`config.mk`:
```
export PLATFORM = sky130hd
export DESIGN_NAME = mul_unit
export DESIGN_NICKNAME = d
export VERILOG_FILES = /design/src/rtl/mul_pkg.sv /design/src/rtl/mul_unit_step.sv /design/src/rtl/mul_unit.sv
export SDC_FILE = /design/constraint.sdc
export NUM_CORES = 1
export LEC_CHECK = 0
export ABC_AREA = 1
export ABC_CLOCK_PERIOD_IN_PS = 14130
export BUFFER_PORTS_ARGS = -buffer_cell sky130_fd_sc_hd__buf_2
export CORE_ASPECT_RATIO = 0.9
export CORE_MARGIN = 1
export CORE_UTILIZATION = 28
export CTS_BUF_LIST = sky130_fd_sc_hd__clkbuf_8 sky130_fd_sc_hd__clkbuf_16
export DETAILED_ROUTE_END_ITERATION = 12
export HOLD_SLACK_MARGIN = 0.02
export REMOVE_ABC_BUFFERS = 1
export SYNTH_ARGS = -nofsm -noshare
export SYNTH_HDL_FRONTEND = slang
export SYNTH_HIERARCHICAL = 1
export SYNTH_SLANG_ARGS = --single-unit
```
`constraint.sdc`:
```
create_clock -name clk -period 14.13 [get_ports clk]
set_input_delay 3.5325 -clock clk [delete_from_list [all_inputs] [get_ports clk]]
set_output_delay 3.5325 -clock clk [all_outputs]
set_load 0.03 [all_outputs]
```
`src/rtl/mul_pkg.sv`:
```
// Shared types and op decode helpers for the iterative multiply / multiply-accumulate unit.
package mul_pkg;

    typedef enum logic [2:0] {
        MUL_OP_MUL   = 3'b000,
        MUL_OP_MLA   = 3'b001,
        MUL_OP_RSV2  = 3'b010,
        MUL_OP_RSV3  = 3'b011,
        MUL_OP_UMULL = 3'b100,
        MUL_OP_UMLAL = 3'b101,
        MUL_OP_SMULL = 3'b110,
        MUL_OP_SMLAL = 3'b111
    } mul_op_e;

    typedef enum logic [1:0] {
        ST_IDLE = 2'd0,
        ST_CALC = 2'd1,
        ST_FIX  = 2'd2,
        ST_DONE = 2'd3
    } mul_state_e;

    localparam int FLAG_N = 3;
    localparam int FLAG_Z = 2;
    localparam int FLAG_C = 1;
    localparam int FLAG_V = 0;

    function automatic logic is_long(input mul_op_e op);
        return op inside {MUL_OP_UMULL, MUL_OP_UMLAL, MUL_OP_SMULL, MUL_OP_SMLAL};
    endfunction

    function automatic logic is_signed(input mul_op_e op);
        return op inside {MUL_OP_SMULL, MUL_OP_SMLAL};
    endfunction

    function automatic logic is_acc(input mul_op_e op);
        return op inside {MUL_OP_MLA, MUL_OP_UMLAL, MUL_OP_SMLAL};
    endfunction

    function automatic logic is_valid_op(input mul_op_e op);
        return !(op inside {MUL_OP_RSV2, MUL_OP_RSV3});
    endfunction

endpackage

```
`src/rtl/mul_unit_step.sv`:
```
// One multiply iteration: adds the pre-shifted multiplicand times a BITS_PER_CYCLE-bit
// multiplier digit into the running 2*WIDTH partial sum.
module mul_unit_step #(
    parameter int WIDTH          = 32,
    parameter int BITS_PER_CYCLE = 1
) (
    input  logic [2*WIDTH-1:0]        i_psum,
    input  logic [2*WIDTH-1:0]        i_mcand,
    input  logic [BITS_PER_CYCLE-1:0] i_mbits,
    output logic [2*WIDTH-1:0]        o_psum
);

    always_comb begin
        o_psum = i_psum;
        for (int i = 0; i < BITS_PER_CYCLE; i++) begin
            if (i_mbits[i]) begin
                o_psum = o_psum + (i_mcand << i);
            end
        end
    end

endmodule

```
`src/rtl/mul_unit.sv`:
```
// Iterative MUL/MLA/UMULL/UMLAL/SMULL/SMLAL unit with valid/ready on both sides.
// Optional MUL_EARLY_TERM_EN: leave CALC as soon as the remaining multiplier is zero.
module mul_unit
    import mul_pkg::*;
#(
    parameter int WIDTH          = 32,
    parameter int BITS_PER_CYCLE = 1
) (
    input  logic             clk,
    input  logic             reset,
    input  logic             flush,
    input  logic             in_valid,
    output logic             in_ready,
    input  logic [2:0]       op,
    input  logic             s_bit,
    input  logic [WIDTH-1:0] a,
    input  logic [WIDTH-1:0] b,
    input  logic [WIDTH-1:0] acc_hi,
    input  logic [WIDTH-1:0] acc_lo,
    input  logic [3:0]       flags_in,
    output logic             out_valid,
    input  logic             out_ready,
    output logic [WIDTH-1:0] result_hi,
    output logic [WIDTH-1:0] result_lo,
    output logic [3:0]       flags_out,
    output logic             flags_we
);

    localparam int W2    = 2 * WIDTH;
    localparam int N     = WIDTH / BITS_PER_CYCLE;
    localparam int CNT_W = $clog2(N + 1);
    localparam logic [CNT_W-1:0] LAST_CNT = CNT_W'(N - 1);

    mul_state_e       r_state, w_next_state;
    mul_op_e          r_op, w_op_in;
    logic             r_s_bit, r_neg;
    logic [W2-1:0]    r_mcand, r_psum, w_psum_next, w_prod;
    logic [WIDTH-1:0] r_mplier, w_mplier_next, r_acc_hi, r_acc_lo;
    logic [1:0]       r_cv;
    logic [CNT_W-1:0] r_cnt;
    logic [WIDTH-1:0] r_res_hi, r_res_lo;
    logic [3:0]       r_flags, w_flags;
    logic             r_flags_we;
    logic [WIDTH-1:0] w_a_mag, w_b_mag, w_fix_hi, w_fix_lo;
    logic             w_accept, w_last, w_fix_n;

    assign w_op_in  = mul_op_e'(op);
    assign w_accept = (r_state == ST_IDLE) && in_valid && !flush;

    // Magnitudes stay WIDTH-bit unsigned so the most-negative value maps to 2^(WIDTH-1).
    assign w_a_mag = (is_signed(w_op_in) && a[WIDTH-1]) ? (~a + WIDTH'(1)) : a;
    assign w_b_mag = (is_signed(w_op_in) && b[WIDTH-1]) ? (~b + WIDTH'(1)) : b;

    assign w_mplier_next = r_mplier >> BITS_PER_CYCLE;

    mul_unit_step #(
        .WIDTH         (WIDTH),
        .BITS_PER_CYCLE(BITS_PER_CYCLE)
    ) u_step (
        .i_psum (r_psum),
        .i_mcand(r_mcand),
        .i_mbits(r_mplier[BITS_PER_CYCLE-1:0]),
        .o_psum (w_psum_next)
    );

`ifdef MUL_EARLY_TERM_EN
    assign w_last = (w_mplier_next == '0) || (r_cnt == LAST_CNT);
`else
    assign w_last = (r_cnt == LAST_CNT);
`endif

    always_comb begin
        w_next_state = r_state;
        case (r_state)
            ST_IDLE: begin
                if (in_valid) begin
`ifdef MUL_EARLY_TERM_EN
                    w_next_state = (w_b_mag == '0) ? ST_FIX : ST_CALC;
`else
                    w_next_state = ST_CALC;
`endif
                end
            end
            ST_CALC: if (w_last) w_next_state = ST_FIX;
            ST_FIX:  w_next_state = ST_DONE;
            ST_DONE: if (out_ready) w_next_state = ST_IDLE;
            default: w_next_state = ST_IDLE;
        endcase
        if (flush) begin
            w_next_state = ST_IDLE;
        end
    end

    always_ff @(posedge clk or posedge reset) begin
        if (reset) begin
            r_state <= ST_IDLE;
        end else begin
            r_state <= w_next_state;
        end
    end

    // Sign fix-up then accumulate, wrapping at the architectural width.
    assign w_prod = r_neg ? (~r_psum + W2'(1)) : r_psum;

    always_comb begin
        w_fix_hi = '0;
        w_fix_lo = '0;
        w_fix_n  = 1'b0;
        if (is_long(r_op)) begin
            {w_fix_hi, w_fix_lo} = w_prod + (is_acc(r_op) ? {r_acc_hi, r_acc_lo} : W2'(0));
            w_fix_n = w_fix_hi[WIDTH-1];
        end else if (is_valid_op(r_op)) begin
            w_fix_lo = w_prod[WIDTH-1:0] + (is_acc(r_op) ? r_acc_lo : WIDTH'(0));
            w_fix_n  = w_fix_lo[WIDTH-1];
        end
    end

    always_comb begin
        w_flags         = '0;
        w_flags[FLAG_N] = w_fix_n;
        w_flags[FLAG_Z] = ({w_fix_hi, w_fix_lo} == '0);
        w_flags[FLAG_C] = r_cv[1];
        w_flags[FLAG_V] = r_cv[0];
    end

    always_ff @(posedge clk or posedge reset) begin
        if (reset) begin
            r_op       <= MUL_OP_MUL;
            r_s_bit    <= 1'b0;
            r_neg      <= 1'b0;
            r_mcand    <= '0;
            r_mplier   <= '0;
            r_psum     <= '0;
            r_acc_hi   <= '0;
            r_acc_lo   <= '0;
            r_cv       <= '0;
            r_cnt      <= '0;
            r_res_hi   <= '0;
            r_res_lo   <= '0;
            r_flags    <= '0;
            r_flags_we <= 1'b0;
        end else begin
            case (r_state)
                ST_IDLE: begin
                    if (w_accept) begin
                        r_op     <= w_op_in;
                        r_s_bit  <= s_bit;
                        r_neg    <= is_signed(w_op_in) && (a[WIDTH-1] ^ b[WIDTH-1]);
                        r_mcand  <= {{WIDTH{1'b0}}, w_a_mag};
                        r_mplier <= w_b_mag;
                        r_psum   <= '0;
                        r_acc_hi <= acc_hi;
                        r_acc_lo <= acc_lo;
                        r_cv     <= {flags_in[FLAG_C], flags_in[FLAG_V]};
                        r_cnt    <= '0;
                    end
                end
                ST_CALC: begin
                    r_psum   <= w_psum_next;
                    r_mcand  <= r_mcand << BITS_PER_CYCLE;
                    r_mplier <= w_mplier_next;
                    r_cnt    <= r_cnt + CNT_W'(1);
                end
                ST_FIX: begin
                    r_res_hi   <= w_fix_hi;
                    r_res_lo   <= w_fix_lo;
                    r_flags    <= w_flags;
                    r_flags_we <= r_s_bit && is_valid_op(r_op);
                end
                default: ;
            endcase
        end
    end

    assign in_ready  = (r_state == ST_IDLE);
    assign out_valid = (r_state == ST_DONE);
    assign result_hi = r_res_hi;
    assign result_lo = r_res_lo;
    assign flags_out = r_flags;
    assign flags_we  = r_flags_we && out_valid;

endmodule

```
# Word-level counts from Yosys, hierarchy flattened
# Cells that the tools add are included.
[op_classes]
addsub = 7
mux = 24
n_bitwise = 4
n_reduce_logical = 20
n_eq_ne = 18
[op_table]
columns = ["op", "n"]
rows = [
  ["two-way mux 64 bit", 5],
  ["case mux 64 bit (2 select lines)", 2],
  ["two-way mux 32 bit", 7],
  ["adder 64 bit", 2],
  ["adder 32 x 1 -> 32 bit (second input constant)", 2],
  ["adder 64 x 1 -> 64 bit (second input constant)", 1],
  ["logical NOT 64 bit", 1],
  ["NOT 32 bit", 2],
  ["NOT 64 bit", 1],
  ["case mux 32 bit (2 select lines)", 1],
  ["adder 32 bit", 1],
  ["equality test 3 bit (second input constant)", 6],
  ["case mux 6 bit (2 select lines)", 1],
  ["two-way mux 2 bit", 4],
  ["case mux 2 bit (4 select lines)", 1],
  ["logical AND 1 bit", 7],
  ["adder 6 x 1 -> 6 bit (second input constant)", 1],
  ["equality test 3 x 2 -> 1 bit (second input constant)", 2],
  ["equality test 6 x 5 -> 1 bit (second input constant)", 1],
  ["two-way mux 6 bit", 1],
  ["!= test 3 bit (second input constant)", 2],
  ["AND reduction 3 bit", 2],
  ["nonzero test 2 bit", 3],
  ["equality test 2 bit (second input constant)", 2],
  ["12 further kinds", 15],
]
[word_totals]
regBits = 308

# Depth between registers and ports, before layout
# Gate-level depths: netlist of run 1.
[logic_depth]
ltp_word = 7
ltp_mapped = 35
depth_no_buf = 35

# Cells and area by module
# Netlist of run 1, hierarchy kept.
[by_module_without_submodules]
columns = ["module", "cells_per_inst", "instances", "area_each_um2", "seq_area_each_um2"]
rows = [
  ["mul_unit", 3359, 1, 21743.4, 7707.4],
  ["mul_unit_step", 1425, 1, 6631.4, 0.0],
]

# Least setup slack after synthesis of run 1
# No wires, ideal clock.
[synth_path]
path_type = "input to register"
from = "input a[0]"
to = "register r_mcand[28]"
arrival_time_ns = 5.077
setup_ns = 0.126
path_slack_ns = 8.927
cell_stages = 14
cell_sequence = "inv_1 > ha_1 > nand4_1 > nor2_1 > nand3_1 > nor2_2 > nand2_1 > nor3_2 > nand2_1 > nand2_1 > nand2_1 > xor2_1 > o21ai_1 > o21ai_1"
[synth_via]
elab_chain_len = 5
[synth_rtl]
columns = ["element", "line_no", "rtl"]
rows = [
  ["from (decl)", "mul_unit.sv:16", "input logic [WIDTH-1:0] a,"],
  ["NOT 32 bit", "mul_unit.sv:51", "assign w_a_mag = (is_signed(w_op_in) && a[WIDTH-1]) ? (~a + WIDTH'(1)) : a;"],
  ["adder 32 x 1 -> 32 bit", "mul_unit.sv:51", ""],
  ["two-way mux 32 bit", "mul_unit.sv:51", ""],
  ["two-way mux 64 bit", "mul_unit.sv:145", "if (w_accept) begin"],
  ["case mux 64 bit (2 select lines)", "mul_unit.sv:143", "case (r_state)"],
  ["to (signal assigned)", "mul_unit.sv:149", "r_mcand <= {{WIDTH{1'b0}}, w_a_mag};"],
  ["to (signal assigned)", "mul_unit.sv:160", "r_mcand <= r_mcand << BITS_PER_CYCLE;"],
  ["to (decl)", "mul_unit.sv:37", "logic [W2-1:0] r_mcand, r_psum, w_psum_next, w_prod;"],
]
# Every way passes these cells. The select of a mux whose other input is x is not followed.
# A chain may end at the register's enable or synchronous reset.

# Worst setup path after layout of run 1
[layout_path]
from = "input flush"
to = "register r_cnt[5]"
[layout_via]
elab_chain_len = 4
[layout_rtl]
columns = ["element", "line_no", "rtl"]
rows = [
  ["from (decl)", "mul_unit.sv:11", "input logic flush,"],
  ["logical NOT 1 bit", "mul_unit.sv:48", "assign w_accept = (r_state == ST_IDLE) && in_valid && !flush;"],
  ["logical AND 1 bit", "mul_unit.sv:48", ""],
  ["!= test 2 x 1 -> 1 bit (no source line)", "--", ""],
  ["AND reduction 2 bit (no source line)", "--", ""],
  ["to (signal assigned)", "mul_unit.sv:162", "r_cnt <= r_cnt + CNT_W'(1);"],
  ["to (decl)", "mul_unit.sv:40", "logic [CNT_W-1:0] r_cnt;"],
]
# Every way passes these cells.

==> results.toml, run 1 <==
[status]
run_status = "finished, final reports clean"

[final_layout]
area_growth_pct = 13.2
final_common_cell = "nand2_1"
nFillCells = 11300
finish.utilization_pct = 32.1
drive_gt1_share_pct = 9.29
final_cell_mix = "nand2_1, inv_1, nor2_1"
nets = 5212

[sta]
fin_skew_ns = 0.0380
finalSetupViolations = 0
fin_crit_ns = 6.83
rsz0062_at_grt = "no"
final_hold_viol_count = 0
min_period_over_period_pct = 48.3
max-slew-margin-rel_pct = 21.6
fin_setup_tns_ns = 0
tightest_slew_ns = 1.18
fmax_ghz = 0.146
slew_violations = 0

[clocking]
clk_path_buf_depth = 3
cts_made_buffers = 37
cts-resized-gates = 0
clk_pin_slew_ns = 0.06
postCtsHoldBufs = 0
clock-root-buffer = "clkbuf_16"
cts_tree = "done"
postCtsSetupBuffers = 0
clock_sinks = 308
h-tree-depth = 2
worstSkewPairLatency_ns = 0.59

[die]
core_area_um2 = 100000
die_x_um = 338
die_area_um2 = 103000
fp-row-count = 110
die-height_um = 304
start_util_pct = 28.3
ios = 212

[drt]
totalWireLength_um = 99500
via_count = 29400
drc = 0
viasPerCell = 4.65
ant_nets = 0
wl_per_cell_um = 15.8
drt_iter0_drc = 2028
dr.pass1.iters = 6

[pwr]
internal_power_uw = 3080
combPwrFrac_pct = 63.5
power.share.switching_pct = 54.2
leakagePower_uw = 0.0177
p_sw_uw = 3640
power.share.clock_pct = 15.3
p_seq_share_pct = 21.2
peakVddDrop_v = 0.0000934
power_density_nw_per_um2 = 209

[placement]
place_hpwl_um = 81100
place_congestion = 0.971
port_buffers = 209

[synth]
ys_seq_area_share_pct = 27.2
synthFlopType = "dfrtp_1"
yosys_register_bits = 308
syn_area_um2 = 28400
synth_cells = 4784
syn_area_per_cell_um2 = 5.93
async_flop_share_pct = 100
ys_types = 52
yosysWarnings = 6
synth-edff-count = 0

[global_route]
grt_max_degree = 109
gr-total-overflow = 0
antenna_found_initial = 17
grtUsageTotal_pct = 19.1
grt_pass1_vias = 27000
grt_pass1_wl_um = 154000

[setup_path]
crit_type = "in2reg"
rrSetupSlack_ns = 9.28
critPathMaxFanout = 94
worst_setup_path_start_kind = "input pin"
cp.arrival_ns = 7.33
cp.required_ns = 14.63
cp-end-kind = "register"

[min_path]
min_path_type = "reg2reg"

[run]
cap_violations = 0
worst max-delay path: stages:
cell and delay [ns]:
buf_2 0.09, inv_1 0.04, nand3_1 0.37, inv_4 0.38, a21oi_4 0.21, buf_4 0.43, buf_4 0.68, clkinv_2 0.53
buf_4 0.52, nand2_1 0.15, nor2_1 0.06, nand2_1 0.08, o21ai_0 0.07, a21oi_1 0.11
area by class of cell:
| cell class | count | area, µm² | share of cell area, % |
|---|---|---|---|
| clock buffers | 44 | 1020 | 3.18 |
| multi-input cells | 3483 | 17000 | 52.8 |
| inverters | 877 | 3310 | 10.3 |
| well taps | 1344 | 1680 | 5.23 |
| diodes | 6 | 15.0 | 0.0467 |
| flip-flops and latches | 308 | 7710 | 24.0 |
| clock inverters | 20 | 253 | 0.787 |
| repair buffers | 228 | 1190 | 3.70 |
Yosys cell counts (4+ instances only):
cell	number	area, µm²
nand2_1	1715	6440
inv_1	828	3110
nor2_1	395	1480
o21ai_0	361	1810
dfrtp_1	308	7710
nand3_1	239	1200
a21oi_1	159	796
ha_1	134	1680
clkbuf_1	97	364
xor2_1	80	701
nand4_1	52	325
inv_2	43	161
nor3_1	42	210
nor2_2	41	257
o22ai_1	35	219
xnor2_1	28	245
nand2_2	27	169
nand3b_1	25	188
o21ai_1	24	120
nor4_1	18	113
buf_1	15	56.3
nand3_2	14	140
o211ai_1	10	75.1
a31oi_1	8	50.1
nor2_4	7	78.8
clkinv_1	6	22.5
nor3_2	6	60.1
o21bai_1	6	45.0
a21oi_2	5	43.8
o21ai_2	5	43.8
or2_2	5	31.3
a22o_1	4	35.0
and2_1	4	25.0
buf_2	4	20.0
nor3_4	4	65.1
o221ai_1	4	35.0
o31ai_1	4	30.0
sequential cells by signal, summed over array words and instances (netlist names), 2 cells and up:
name       flops
result_hi     32
result_lo     32
r_cv           2
r_cnt          6
r_mplier      32
r_state        2
r_acc_lo      32
r_acc_hi      32
flags_out      4
r_mcand       64
r_psum        64
r_op           3
worst paths after layout:
| check | from | endpoint | depth (start not counted) |
|---|---|---|---|
| max | flush | r_cnt[5] | 14 |
| min reg2reg | flags_out[2] | flags_out[2] | 2 |
| max in group asynchronous | reset | r_acc_hi[24] | 4 |
| min in group asynchronous | reset | result_lo[0] | 2 |
| min | flags_out[2] | flags_out[2] | 2 |
| max reg2reg | r_psum[50] | flags_out[2] | 24 |
cell families (layout without fill, tap and decap cells):
kind of cell	after synthesis	in the layout	synth area share [%]
AND/OR/NAND/NOR	2604	2604	38.3
XOR/XNOR	108	108	3.33
flip-flops	308	308	27.2
adder cells (fa/ha/maj)	136	136	6.05
other	0	6	0
AO/OA/AOI/OAI	635	635	12.0
buffers and inverters	993	1169	13.2
through the flow:
step	instances	cell area [µm²]	hold WS, ns	power [µW]	worst slack [ns]
final	6310	32100	0.473	6720	7.30
after global placement	6240	30800	0.451	5630	6.65
after global routing	6308	32100	0.496	7310	6.93
after floorplan	4668	27900	0.444	4310	2.08
after detailed placement	6240	30800	0.461	5670	6.69
after CTS	6304	32100	0.477	6730	7.31
routing by layer:
layer | share of wire (%) | track usage [%] | wire length (µm) | vias to the layer above
met5 | 0.12 | 0 | 119 | -
met1 | 48 | 27.0 | 47800 | 13300
met2 | 44 | 30.0 | 43400 | 691
li1 | - | - | - | 15200
met4 | 2.9 | 5.56 | 2920 | 22
met3 | 5.3 | 2.90 | 5280 | 155
power groups by stage:
stage | clock, µW | sequential (µW) | combinational (µW)
after CTS | 1050 | 1420 | 4260
after global routing | 1090 | 1460 | 4760
after global placement | 0 | 1430 | 4200
after detailed placement | 0 | 1440 | 4230
final | 1030 | 1430 | 4270
after floorplan | 0 | 1530 | 2780
No activity file was read; power rests on OpenSTA's default activity.
==> inputs of run 2 (changes only) <==
- ABC_CLOCK_PERIOD_IN_PS: 14130 -> 6760
- clock period: 14.13 -> 6.76 ns (I/O delays scaled with it)
==> results.toml, run 2 (synthesis gave the netlist of run 1 again) <==
[final_layout]
final_common_cell = "nand2_1"
final_cell_mix = "nand2_1, inv_1, nor2_1"
nets = 5211
ff_latch_area_um2 = 7710
finish.utilization_pct = 32.2
multi_input_area_um2 = 17000
area_growth_pct = 13.7
nFillCells = 11300
drive_gt1_share_pct = 9.35
fin_cells = 6315
reg_top3 = "r_mcand (64), r_psum (64)"

[pwr]
power_density_nw_per_um2 = 437
leakagePower_uw = 0.0177
peakVddDrop_v = 0.000208

[global_route]
antenna_found_initial = 21
grt_pass1_vias = 27200
grtUsageTotal_pct = 18.8
grt_pass1_wl_um = 152000
gr-total-overflow = 0
grt_max_degree = 133

[sta]
min_period_over_period_pct = 73.8
setup_ws_ns = 1.77
slew_violations = 0
tightest_slew_ns = 1.20
finalSetupViolations = 0
rsz0062_at_grt = "no"
final_hold_viol_count = 0
max-slew-margin-rel_pct = 19.8
fin_crit_ns = 4.99
fin_skew_ns = 0.0286
fmax_ghz = 0.200

[clocking]
postCtsSetupBuffers = 0
clock_sinks = 308
h-tree-depth = 2
cts_tree = "done"
clock-root-buffer = "clkbuf_16"
cts_made_buffers = 38
clk_pin_slew_ns = 0.06
cts-resized-gates = 0
clk_path_buf_depth = 3
worstSkewPairLatency_ns = 0.60
postCtsHoldBufs = 0

[setup_path]
crit_type = "reg2reg"
cp.arrival_ns = 5.50
critPathMaxFanout = 41
critPathLaunch = "r_neg"
cp_slowest_cell = "clkinv_1"
worst_setup_path_start_kind = "register"
max_stage_delay_ns = 0.89
cp-end-kind = "register"
cp.required_ns = 7.27
cp_cell_sequence = "buf_4 -> clkinv_1 -> o21ai_2 -> a21oi_4 -> o211ai_4 -> nor2_1 -> xor2_1 -> ha_1 -> nand2_1 -> nor2_1 -> inv_1 -> nor2_1 -> and3_1 -> nand2_1 -> nand2_1 -> nand2_1 -> nand3_1 -> nand2_1 -> nor2_1 -> nand2_1 -> nor2_1 -> nand3_1 -> nand2_1"
cpMostUsedCell = "nand2_1"
r2r-start = "r_neg"

[drt]
ant_nets = 0
totalWireLength_um = 97900
drc = 0
via_count = 29400
dr.pass1.iters = 6
viasPerCell = 4.66
drt_iter0_drc = 2521
wl_per_cell_um = 15.5

[status]
run_status = "finished, final reports clean"

[die]
core_area_um2 = 100000
start_util_pct = 28.3
ios = 212
die_area_um2 = 103000
fp-row-count = 110
die-height_um = 304
die_x_um = 338

[placement]
place_congestion = 0.998
placedCellCount = 6238
dp_slack_ns = 1.79
place_hpwl_um = 80000
port_buffers = 209

[min_path]
min_path_type = "reg2reg"
hold_start = "result_lo[6]"

[run]
cap_violations = 0
-- run 2: cell types whose count changed in the layout (fill, tap and decap cells not counted), moves of 2 or more --
cell / previous run / this run
clkinv_4: 1 / 4
inv_6: 6 / 1
bufinv_16: 4 / 6
clkinv_2: 5 / 9
clkinv_16: 0 / 2
buf_4: 19 / 16
-- run 2: area by class of cell --
class,instances,area share [%]
Antenna cell,7,0.0543
Clock buffer,44,3.20
Clock inverter,26,1.13
Inverter,877,10.2
Multi-Input combinational cell,3483,52.6
Sequential cell,308,23.9
Tap cell,1344,5.21
Timing Repair Buffer,226,3.68
-- run 2: path summary, 6_finish.rpt --
check | to | slack, ns | cells after the start
max in group asynchronous | r_acc_hi[23] | 4.24 | 3
max | flags_out[2] | 1.77 | 23
min | result_lo[6] | 0.47 | 2
max reg2reg | flags_out[2] | 1.77 | 23
min in group asynchronous | r_acc_lo[2] | 1.20 | 2
min reg2reg | result_lo[6] | 0.47 | 2
-- run 2: critical path: cells and delay by family, from the launching register on --
family                     cells  cell delay (ns)
AOI/OAI and AO/OA              3             0.79
xor gates and xnor gates       1             0.17
adders and majority gates      1             0.46
buffers and inverters          3             1.37
DFF                            1             0.32
and+or+nand+nor               15             1.76
-- run 2: metal layers --
layer  global-route usage (%)  up-vias  part of all wire [%]
li1                         -    15200                     -
met1                     27.0    13300                    48
met2                     29.1      730                    43
met3                     2.95      150                   6.1
met4                     4.97       28                   2.7
met5                        0        -                  0.18
-- run 2: through the flow --
| stage | setup TNS (ns) | instance area, µm² | power, µW | hold slack (ns) |
|---|---|---|---|---|
| 2_1_floorplan | -1268.90 | 27900 | 9000 | 0.444 |
| 3_3_place_gp | 0 | 30800 | 11700 | 0.455 |
| 3_5_place_dp | 0 | 30800 | 11800 | 0.460 |
| 4_1_cts | 0 | 32200 | 14100 | 0.476 |
| 5_1_grt | 0 | 32200 | 15400 | 0.490 |
| 6_report | 0 | 32200 | 14100 | 0.475 |
-- run 2: where the power goes --
| part | switching (µW) | internal (µW) |
|---|---|---|
| registers | 477 | 2500 |
| clock network | 915 | 1350 |
| logic | 6170 | 2690 |
| total | 7560 | 6540 |
